## src/rtl/power_mode_controller.sv

```systemverilog
// Core power-mode FSM: ACTIVE -> DRAIN -> SLEEP -> WAKE -> ACTIVE, with masked wake
// sources, idle auto-sleep timer, drain abort and timed clock-restore ramp.
module power_mode_controller #(
  parameter int unsigned NUM_WAKE_SRC = 4,
  parameter int unsigned IDLE_CNT_W   = 8,
  parameter int unsigned IDLE_TIMEOUT = 200,
  parameter int unsigned DRAIN_CYCLES = 4,
  parameter int unsigned WAKE_CYCLES  = 8
) (
  input  logic                    clk,
  input  logic                    rst,
  input  logic                    sleep_request,
  input  logic                    auto_sleep_en,
  input  logic                    pipe_idle,
  input  logic [NUM_WAKE_SRC-1:0] wakeup_src,
  input  logic [NUM_WAKE_SRC-1:0] wake_mask,
  output logic                    stall_out,
  output logic                    clk_en_out,
  output logic                    sleep_state_out,
  output logic [NUM_WAKE_SRC-1:0] wake_cause,
  output logic [1:0]              state_out
);

  localparam int unsigned DRAIN_W = $clog2((DRAIN_CYCLES > 2) ? DRAIN_CYCLES : 2);
  localparam int unsigned WAKE_W  = $clog2((WAKE_CYCLES > 2) ? WAKE_CYCLES : 2);

  localparam logic [IDLE_CNT_W-1:0] IDLE_LAST  = IDLE_CNT_W'(IDLE_TIMEOUT - 1);
  localparam logic [DRAIN_W-1:0]    DRAIN_LAST = DRAIN_W'(DRAIN_CYCLES - 1);
  localparam logic [WAKE_W-1:0]     WAKE_LAST  = WAKE_W'(WAKE_CYCLES - 1);

  typedef enum logic [1:0] {
    ST_ACTIVE = 2'd0,
    ST_DRAIN  = 2'd1,
    ST_SLEEP  = 2'd2,
    ST_WAKE   = 2'd3
  } state_t;

  state_t                  state;
  state_t                  next_state;
  logic [IDLE_CNT_W-1:0]   idle_cnt;
  logic [DRAIN_W-1:0]      drain_cnt;
  logic [WAKE_W-1:0]       wake_cnt;
  logic [NUM_WAKE_SRC-1:0] wake_hits;
  logic                    wake_ev;
  logic                    idle_tick;
  logic                    sleep_allowed;
  logic                    sleep_trigger;

  assign wake_hits     = wakeup_src & wake_mask;
  assign wake_ev       = |wake_hits;
  assign idle_tick     = pipe_idle & auto_sleep_en;
  // Without any enabled wake source, sleep could never be left.
  assign sleep_allowed = |wake_mask;
  assign sleep_trigger = sleep_request | (idle_tick && (idle_cnt == IDLE_LAST));
  assign state_out     = state;

  always_comb begin
    next_state = state;
    case (state)
      ST_ACTIVE: begin
        if (sleep_trigger && sleep_allowed) next_state = ST_DRAIN;
      end
      ST_DRAIN: begin
        // Wake abort outranks drain completion.
        if (wake_ev)                                    next_state = ST_ACTIVE;
        else if (pipe_idle && (drain_cnt == DRAIN_LAST)) next_state = ST_SLEEP;
      end
      ST_SLEEP: begin
        if (wake_ev) next_state = ST_WAKE;
      end
      ST_WAKE: begin
        if (wake_cnt == WAKE_LAST) next_state = ST_ACTIVE;
      end
      default: next_state = ST_ACTIVE;
    endcase
  end

  always_ff @(posedge clk or posedge rst) begin
    if (rst) begin
      state           <= ST_ACTIVE;
      stall_out       <= 1'b0;
      clk_en_out      <= 1'b1;
      sleep_state_out <= 1'b0;
      wake_cause      <= '0;
      idle_cnt        <= '0;
      drain_cnt       <= '0;
      wake_cnt        <= '0;
    end else begin
      state           <= next_state;
      stall_out       <= (next_state != ST_ACTIVE);
      clk_en_out      <= (next_state != ST_SLEEP);
      sleep_state_out <= (next_state == ST_SLEEP);

      // Idle timer only runs in ACTIVE, so every ACTIVE entry starts it from zero.
      if ((state == ST_ACTIVE) && idle_tick) begin
        if (idle_cnt != '1) idle_cnt <= idle_cnt + 1'b1;
      end else begin
        idle_cnt <= '0;
      end

      // Counting only while staying in the state keeps the counter at zero on entry.
      if ((state == ST_DRAIN) && (next_state == ST_DRAIN) && pipe_idle)
        drain_cnt <= drain_cnt + 1'b1;
      else
        drain_cnt <= '0;

      if ((state == ST_WAKE) && (next_state == ST_WAKE))
        wake_cnt <= wake_cnt + 1'b1;
      else
        wake_cnt <= '0;

      if ((state == ST_ACTIVE) && (next_state == ST_DRAIN))
        wake_cause <= '0;
      else if (((state == ST_DRAIN) && (next_state == ST_ACTIVE)) ||
               ((state == ST_SLEEP) && (next_state == ST_WAKE)))
        wake_cause <= wake_hits;
    end
  end

endmodule

```

## config.mk

```make
export PLATFORM = sky130hd
export DESIGN_NAME = power_mode_controller
export DESIGN_NICKNAME = d
export VERILOG_FILES = /design/src/rtl/power_mode_controller.sv
export SDC_FILE = /design/constraint.sdc
export NUM_CORES = 1
export LEC_CHECK = 0
export CORE_MARGIN = 2
export CORE_UTILIZATION = 45
export CTS_BUF_LIST = sky130_fd_sc_hd__clkbuf_2 sky130_fd_sc_hd__clkbuf_4 sky130_fd_sc_hd__clkbuf_8
export CTS_CLUSTER_DIAMETER = 80
export DETAILED_ROUTE_END_ITERATION = 7
export DONT_BUFFER_PORTS = 1
export PLACE_DENSITY_LB_ADDON = 0.25
export REMOVE_ABC_BUFFERS = 1
export SYNTH_ARGS = -nofsm -noshare
export SYNTH_HDL_FRONTEND = slang
export SYNTH_SLANG_ARGS = --single-unit
```

## constraint.sdc

```tcl
create_clock -name clk -period 1.6 [get_ports clk]
set_clock_uncertainty 0.15 [all_clocks]
set_input_delay 0.32 -clock clk [delete_from_list [all_inputs] [get_ports clk]]
set_output_delay 0.32 -clock clk [all_outputs]
set_load 0.01 [all_outputs]
```

== Word level (Yosys, flattened, before mapping) ==
Cells that the tools add are included.
Storage, ports and cells
  register bits after elaboration: 22
  logic and storage cells: 55
  output and inout bits: 9
Cells by class
  add/sub/neg operators: 3
  multiplexer cells: 12
  reductions and logical operators: 17
  equality and inequality tests: 12
  bitwise logic cells: 3
Operators by type and width (count)
  $mux 8: 2
  $mux 2: 6
  $eq 2x2->1 const B: 5
  $logic_and 1x1->1: 10
  $add 8x1->8 const B: 1
  $eq 8x8->1 const B: 1
  $mux 4: 2
  $ne 8x8->1 const B: 1
  $pmux 2 s4: 1
  $reduce_or 4->1: 2
  $and 4x4->4: 1
  $eq 2x1->1 const B: 2
  $logic_not 2->1: 2
  $reduce_bool 2->1: 2
  $add 3x1->3 const B: 1
  $eq 3x3->1 const B: 1
  $mux 3: 1
  $add 2x1->2 const B: 1
  $ne 2x1->1 const B: 1
  $ne 2x2->1 const B: 1
  $and 1x1->1: 1
  $logic_or 1x1->1: 1
  $or 1x1->1: 1

== Logic depth before layout (Yosys ltp) ==
Gate-level depths: netlist of run 1.
  depth after elaboration: 11
  mapped depth: 6
  gate-level depth less buffers: 6

== Worst setup path after synthesis of run 1 ==
No wires, ideal clock.
  kind: register to register
  start: reg idle_cnt[0]
  end: reg drain_cnt[0]
  arrival time: 1.434 ns
  stages on the path, launching flop included: 6
  slack: -0.115 ns
  cell sequence: dfrtp_1 > ha_1 > and4_1 > a32o_1 > a221oi_2 > nor4_1
On the way
  cells in the longest elaborated chain, start to end: 10
Ends and longest elaborated chain
  from (decl): line 40  | logic [IDLE_CNT_W-1:0] idle_cnt;
  from (signal assigned): line 96  | if (idle_cnt != '1) idle_cnt <= idle_cnt + 1'b1;
  $eq 8x8->1: line 54  | assign sleep_trigger = sleep_request | (idle_tick && (idle_cnt == IDLE_LAST));
  $logic_and 1x1->1: line 54
  $or 1x1->1: line 54
  $logic_and 1x1->1: line 61  | if (sleep_trigger && sleep_allowed) next_state = ST_DRAIN;
  $mux 2: line 61
  $pmux 2 s4: line 59  | case (state)
  $eq 2x1->1: line 102  | if ((state == ST_DRAIN) && (next_state == ST_DRAIN) && pipe_idle)
  $logic_and 1x1->1 (2 in series): line 102
  $mux 2: line 102
  to (signal assigned): line 103  | drain_cnt <= drain_cnt + 1'b1;
  to (decl): line 41  | logic [DRAIN_W-1:0] drain_cnt;
No other way between the ends.
A chain may end at the register's enable or synchronous reset.

== Worst setup path in the final report of run 1 ==
  start: reg idle_cnt[1]
  end: reg drain_cnt[0]
The elaborated chain is that of the path after synthesis.

==> results.toml, run 1 <==
[die]
fp.dieH_um = 53.9
dieArea_um2 = 2900
ioPinCount = 22
rows = 18
die_w_um = 53.9
initial_core_util_pct = 46.4
coreArea_um2 = 2410

[global_routing]
track_usage_pct = 20.1
grt_pass1_wl_um = 4080
antenna_found_initial = 0
grt_max_degree = 23
grt.overflow.total = 0
grt_pass1_vias = 1015

[pwr]
ir_worst_vdd_v = 0.000559
leakagePower_uw = 0.000647
cellPowerDensity_nw_per_um2 = 760

[route]
via_per_inst = 5.70
wl_per_cell_um = 15.2
drc = 0
detail_route.first_pass.iterations = 4
drt_iter0_drc = 11
wl_um = 2540
dr_total_vias = 952
drtAntennaViolNets = 0

[timing]
fin_hold_ws_ps = 12.6
max_slew.worst_pin.slew_ps = 431
slew_violations = 0
hold_viol = 0
setup_viol = 3
grt_setup_unrepaired = "yes"
period_share_pct = 108
fmax_mhz = 579
max_slew_margin_pct = 71.3
setup_slack_ps = -126
setup_tns_ps = -356
period_minus_slack_ps = 1730

[synth]
synth_flop_cell = "dfrtp_1"
ys_warn_count = 0
synth_edf_count = 0
seq_area_frac_synth_pct = 49.3
ys_types = 37
postSynthAreaPerCell_um2 = 9.81
synthesis.area_um2 = 1120
synth_seq_cells = 22
syn_inst = 114
async_flop_share_pct = 100

[place]
dpl-instance-area_um2 = 1240
pre_cts_ws_ps = -183
dp_hpwl_um = 1790
io_buffers = 0
gp_congestion = 0.873

[final_layout]
final_util_pct = 58.7
finalNetCount = 155
fin_area_um2 = 1410
area_growth_syn_to_layout_pct = 26.4
final_cell_mix = "21 x dfrtp_1, 16 x buf_4, 15 x nand2_1"
layout_commonest_cell = "dfrtp_1"
n_antenna_cell = 0
drive_above_1_share_pct = 26.3

[flow_run]
drv_cap = 0

[clock_tree]
cts_tree = "yes"
cts.path.max_buffers = 2
clk_pin_slew_worst_paths_ps = 110
root_buffer = "clkbuf_4"
cts-htree-levels = 1
clock_latency_ps = 310
cts_buffers = 3
clock_sinks = 22

[worst_setup_path]
start_kind = "flip-flop"
crit_required_ps = 1640
path_max_fanout = 3
crit_chain = "ha_2, and4_1, a32o_2, a221oi_4, nor4_1"
endpoint_kind = "flip-flop"
cpLargestDelayFamily = "compound AO/OA/AOI/OAI gates"
critPathSlowestCell = "dfrtp_1"
arrival_ps = 1770
path_buf_inv = 0
path_class = "flip-flop to flip-flop"
critPathMaxStageDelay_ps = 400

[status]
run_status = "complete, but fails checks"
violations = "setup timing"

[hold_path]
hp-class = "input port to flip-flop"
==> cell families (layout without fill, tap and decap cells) <==
group / after synthesis / after routing / share of synthesized area, %
compound gates: 24 / 24 / 15.1
fa+ha+maj: 4 / 4 / 4.47
simple gates: 52 / 52 / 23.9
buf+inv: 7 / 30 / 3.02
xor+xnor: 3 / 3 / 2.35
flops: 22 / 22 / 49.3
mux: 2 / 2 / 1.79
==> layer usage <==
metal	global-route usage [%]	vias to the layer above	wire (um)
met4	10.7	0	38
met1	22.3	466	981
met3	3.06	4	107
met2	36.4	25	1410
met5	0	-	0
li1	-	457	-
==> layout make-up <==
type / instances / area, um2
Multi-Input combinational cell: 85 / 599
Fill cell: 213 / 996
Clock buffer: 4 / 36.3
Timing Repair Buffer: 21 / 170
Sequential cell: 22 / 552
Inverter: 5 / 18.8
Tap cell: 30 / 37.5
==> report_power, final <==
part	internal, uW	switching [uW]
sequential	580	22.7
combinational	71.7	99.0
clock	139	162
==> per-stage QoR <==
step                total power, uW  instances
finish                         1080        167
global route                   1130        167
CTS                            1080        165
detailed placement              752        155
global placement                746        155
floorplan                       705        112
==> worst paths after layout <==
| path | from | end | slack [ps] | cells after the start |
|---|---|---|---|---|
| setup reg to reg | idle_cnt[1] | drain_cnt[0] | -130 | 5 |
| hold / removal | wake_mask[2] | wake_cause[2] | 10 | 2 |
| min in group asynchronous | rst | drain_cnt[1] | 330 | 3 |
| setup / recovery | idle_cnt[1] | drain_cnt[0] | -130 | 5 |
| hold reg to reg | wake_cnt[0] | wake_cnt[0] | 310 | 1 |
| max in group asynchronous | rst | clk_en_out | 700 | 3 |
==> flip-flops by register name (all words and copies together) (netlist names) <==
name / count
clk_en_out: 1
drain_cnt: 2
idle_cnt: 8
sleep_state_out: 1
stall_out: 1
state_out: 2
wake_cause: 4
wake_cnt: 3
==> cell usage after synthesis, types with 2 or more instances <==
cell type  number  area share, %
or2_2           2            1.1
xor2_1          3            2.3
nor3_1          5            2.2
nor4_1          2            1.1
inv_1           5            1.7
mux2i_1         2            1.8
o21ai_0         3            1.3
buf_4           2            1.3
a21oi_1         6            2.7
nand3_1         5            2.2
a31oi_1         2            1.1
nand4_1         2            1.1
nand2_1        16            5.4
and2_1          2            1.1
ha_1            4            4.5
dfrtp_1        21             47
a22oi_1         2            1.3
nor2_1         11            3.7
==> timing repair <==
action | 4_1_cts | 5_1_grt
setup endpoints to repair | 8 | 8
buffers inserted | 1 | 2
resized for setup | 11 | 4
endpoints found under the hold margin | 26 | 0
hold buffers | 5 | 0
pin swaps | 8 | 3
Power figures use the tool's default switching activity.
==> inputs of run 2 (changes only) <==
- TNS_END_PERCENT: not set -> 20
==> results.toml, run 2 (synthesis results as in run 1) <==
[clock_tree]
clk_pin_slew_worst_paths_ps = 110
clock_latency_ps = 310
cts_buffers = 3
root_buffer = "clkbuf_4"
cts-htree-levels = 1
clock_sinks = 22
cts_tree = "yes"
cts.path.max_buffers = 2

[final_layout]
largest_register_ffs = 8
regMostFlops = "idle_cnt"
layout_commonest_cell = "dfrtp_1"
nFillCells = 212
area_growth_syn_to_layout_pct = 25.1
drive_above_1_share_pct = 25.2
finalNetCount = 153
reg.largest.list = "idle_cnt (8), wake_cause (4), wake_cnt (3)"
n_antenna_cell = 0
final_cell_mix = "21 x dfrtp_1, 15 x nand2_1, 14 x buf_4"

[pwr]
ir_worst_vdd_v = 0.000558
cellPowerDensity_nw_per_um2 = 765
leakagePower_uw = 0.000637

[status]
violations = "setup timing"
run_status = "complete, but fails checks"

[hold_path]
hold_path_depth = 2
hp-class = "input port to flip-flop"
worstHoldStart = "wake_mask[2]"
min_to = "wake_cause[2]"

[place]
gp_congestion = 0.873
pre_cts_ws_ps = -183
dp_hpwl_um = 1790
io_buffers = 0

[die]
ioPinCount = 22
initial_core_util_pct = 46.4
coreArea_um2 = 2410
rows = 18
die_w_um = 53.9
fp.dieH_um = 53.9
dieArea_um2 = 2900

[route]
dr_total_vias = 946
wl_um = 2500
via_per_inst = 5.73
drt_iter0_drc = 6
detail_route.first_pass.iterations = 4
drc = 0
wl_per_cell_um = 15.2
drtAntennaViolNets = 0

[worst_setup_path]
rr_worst_depth = 5
reg2reg_from = "idle_cnt[1]"
path_class = "flip-flop to flip-flop"
crit_required_ps = 1640
path_max_fanout = 3
arrival_ps = 1770
timing.rr.end = "drain_cnt[0]"
endpoint_kind = "flip-flop"
start_kind = "flip-flop"
ff2ff_setup_slack_ps = -130

[timing]
hold_viol = 0
setup_tns_ps = -359
period_minus_slack_ps = 1730
max_slew.worst_pin.slew_ps = 424
max_slew_margin_pct = 71.8
setup_slack_ps = -125
setup_viol = 3
grt_setup_unrepaired = "yes"
slew_violations = 0
fin_hold_ws_ps = 13.4
fmax_mhz = 580
period_share_pct = 108

[global_routing]
grt_max_degree = 23
grt.overflow.total = 0
grt_pass1_vias = 1013
grt_pass1_wl_um = 4080
antenna_found_initial = 0
track_usage_pct = 20.1

[flow_run]
drv_cap = 0
==> run 2: cell types whose count changed in the layout (fill, tap and decap cells not counted) <==
cell,change
buf_4,-2
==> run 2: what timing repair did <==
item	in CTS	in global routing
hold buffers	5	0
gates resized for setup	11	4
pin swaps	8	3
endpoints found under the hold margin	26	0
setup endpoints to repair	8	8
buffers inserted	0	1
==> run 2: critical path: stages, from the launching register on <==
cell and delay [ps]:
dfrtp_1 400, ha_2 190, and4_1 170, a32o_2 280, a221oi_4 340, nor4_1 80
==> run 2: metal layers <==
metal  wire, um  global-route usage [%]  share of wire, %  vias to the layer above
met3        107                    3.06               4.3                        6
met5          0                       0                 0                        -
li1           -                       -                 -                      454
met1        976                    22.3                39                      460
met2       1370                    36.4                55                       26
met4         51                    10.7               2.0                        0
==> run 2: power by group <==
part           leakage, uW  total (uW)  switching, uW  internal [uW]
clock network    0.0000210         299            160            139
registers         0.000298         603           22.6            580
logic             0.000318         168           98.6           69.6
==> run 2: layout make-up <==
| type | count | area, um2 | area share (%) |
|---|---|---|---|
| multi-input cells | 85 | 599 | 42.8 |
| flip-flops and latches | 22 | 552 | 39.4 |
| repair buffers | 19 | 155 | 11.1 |
| well taps | 30 | 37.5 | 2.68 |
| clock buffers | 4 | 36.3 | 2.59 |
| inverters | 5 | 18.8 | 1.34 |
==> run 2: how the worst max path moves through the flow <==
stage	slack (ps)	depth (start not counted)	from	to
6_report	-130	5	idle_cnt[1]	drain_cnt[0]
5_1_grt	-170	5	idle_cnt[1]	drain_cnt[0]
4_1_cts	-140	6	wake_cnt[0]	drain_cnt[1]
3_5_place_dp	-180	5	idle_cnt[0]	drain_cnt[1]
3_3_place_gp	-90	5	idle_cnt[0]	drain_cnt[0]
2_1_floorplan	-120	5	idle_cnt[0]	drain_cnt[0]
==> run 2: metrics by stage <==
| stage | power, uW | cells | utilization [%] | instance area [um2] |
|---|---|---|---|---|
| floorplan | 705 | 112 | - | 1100 |
| global placement | 746 | 155 | 51.4 | 1240 |
| detailed placement | 752 | 155 | 51.4 | 1240 |
| CTS | 1080 | 164 | 57.3 | 1380 |
| global route | 1120 | 165 | 58.0 | 1400 |
| finish | 1070 | 165 | 58.0 | 1400 |
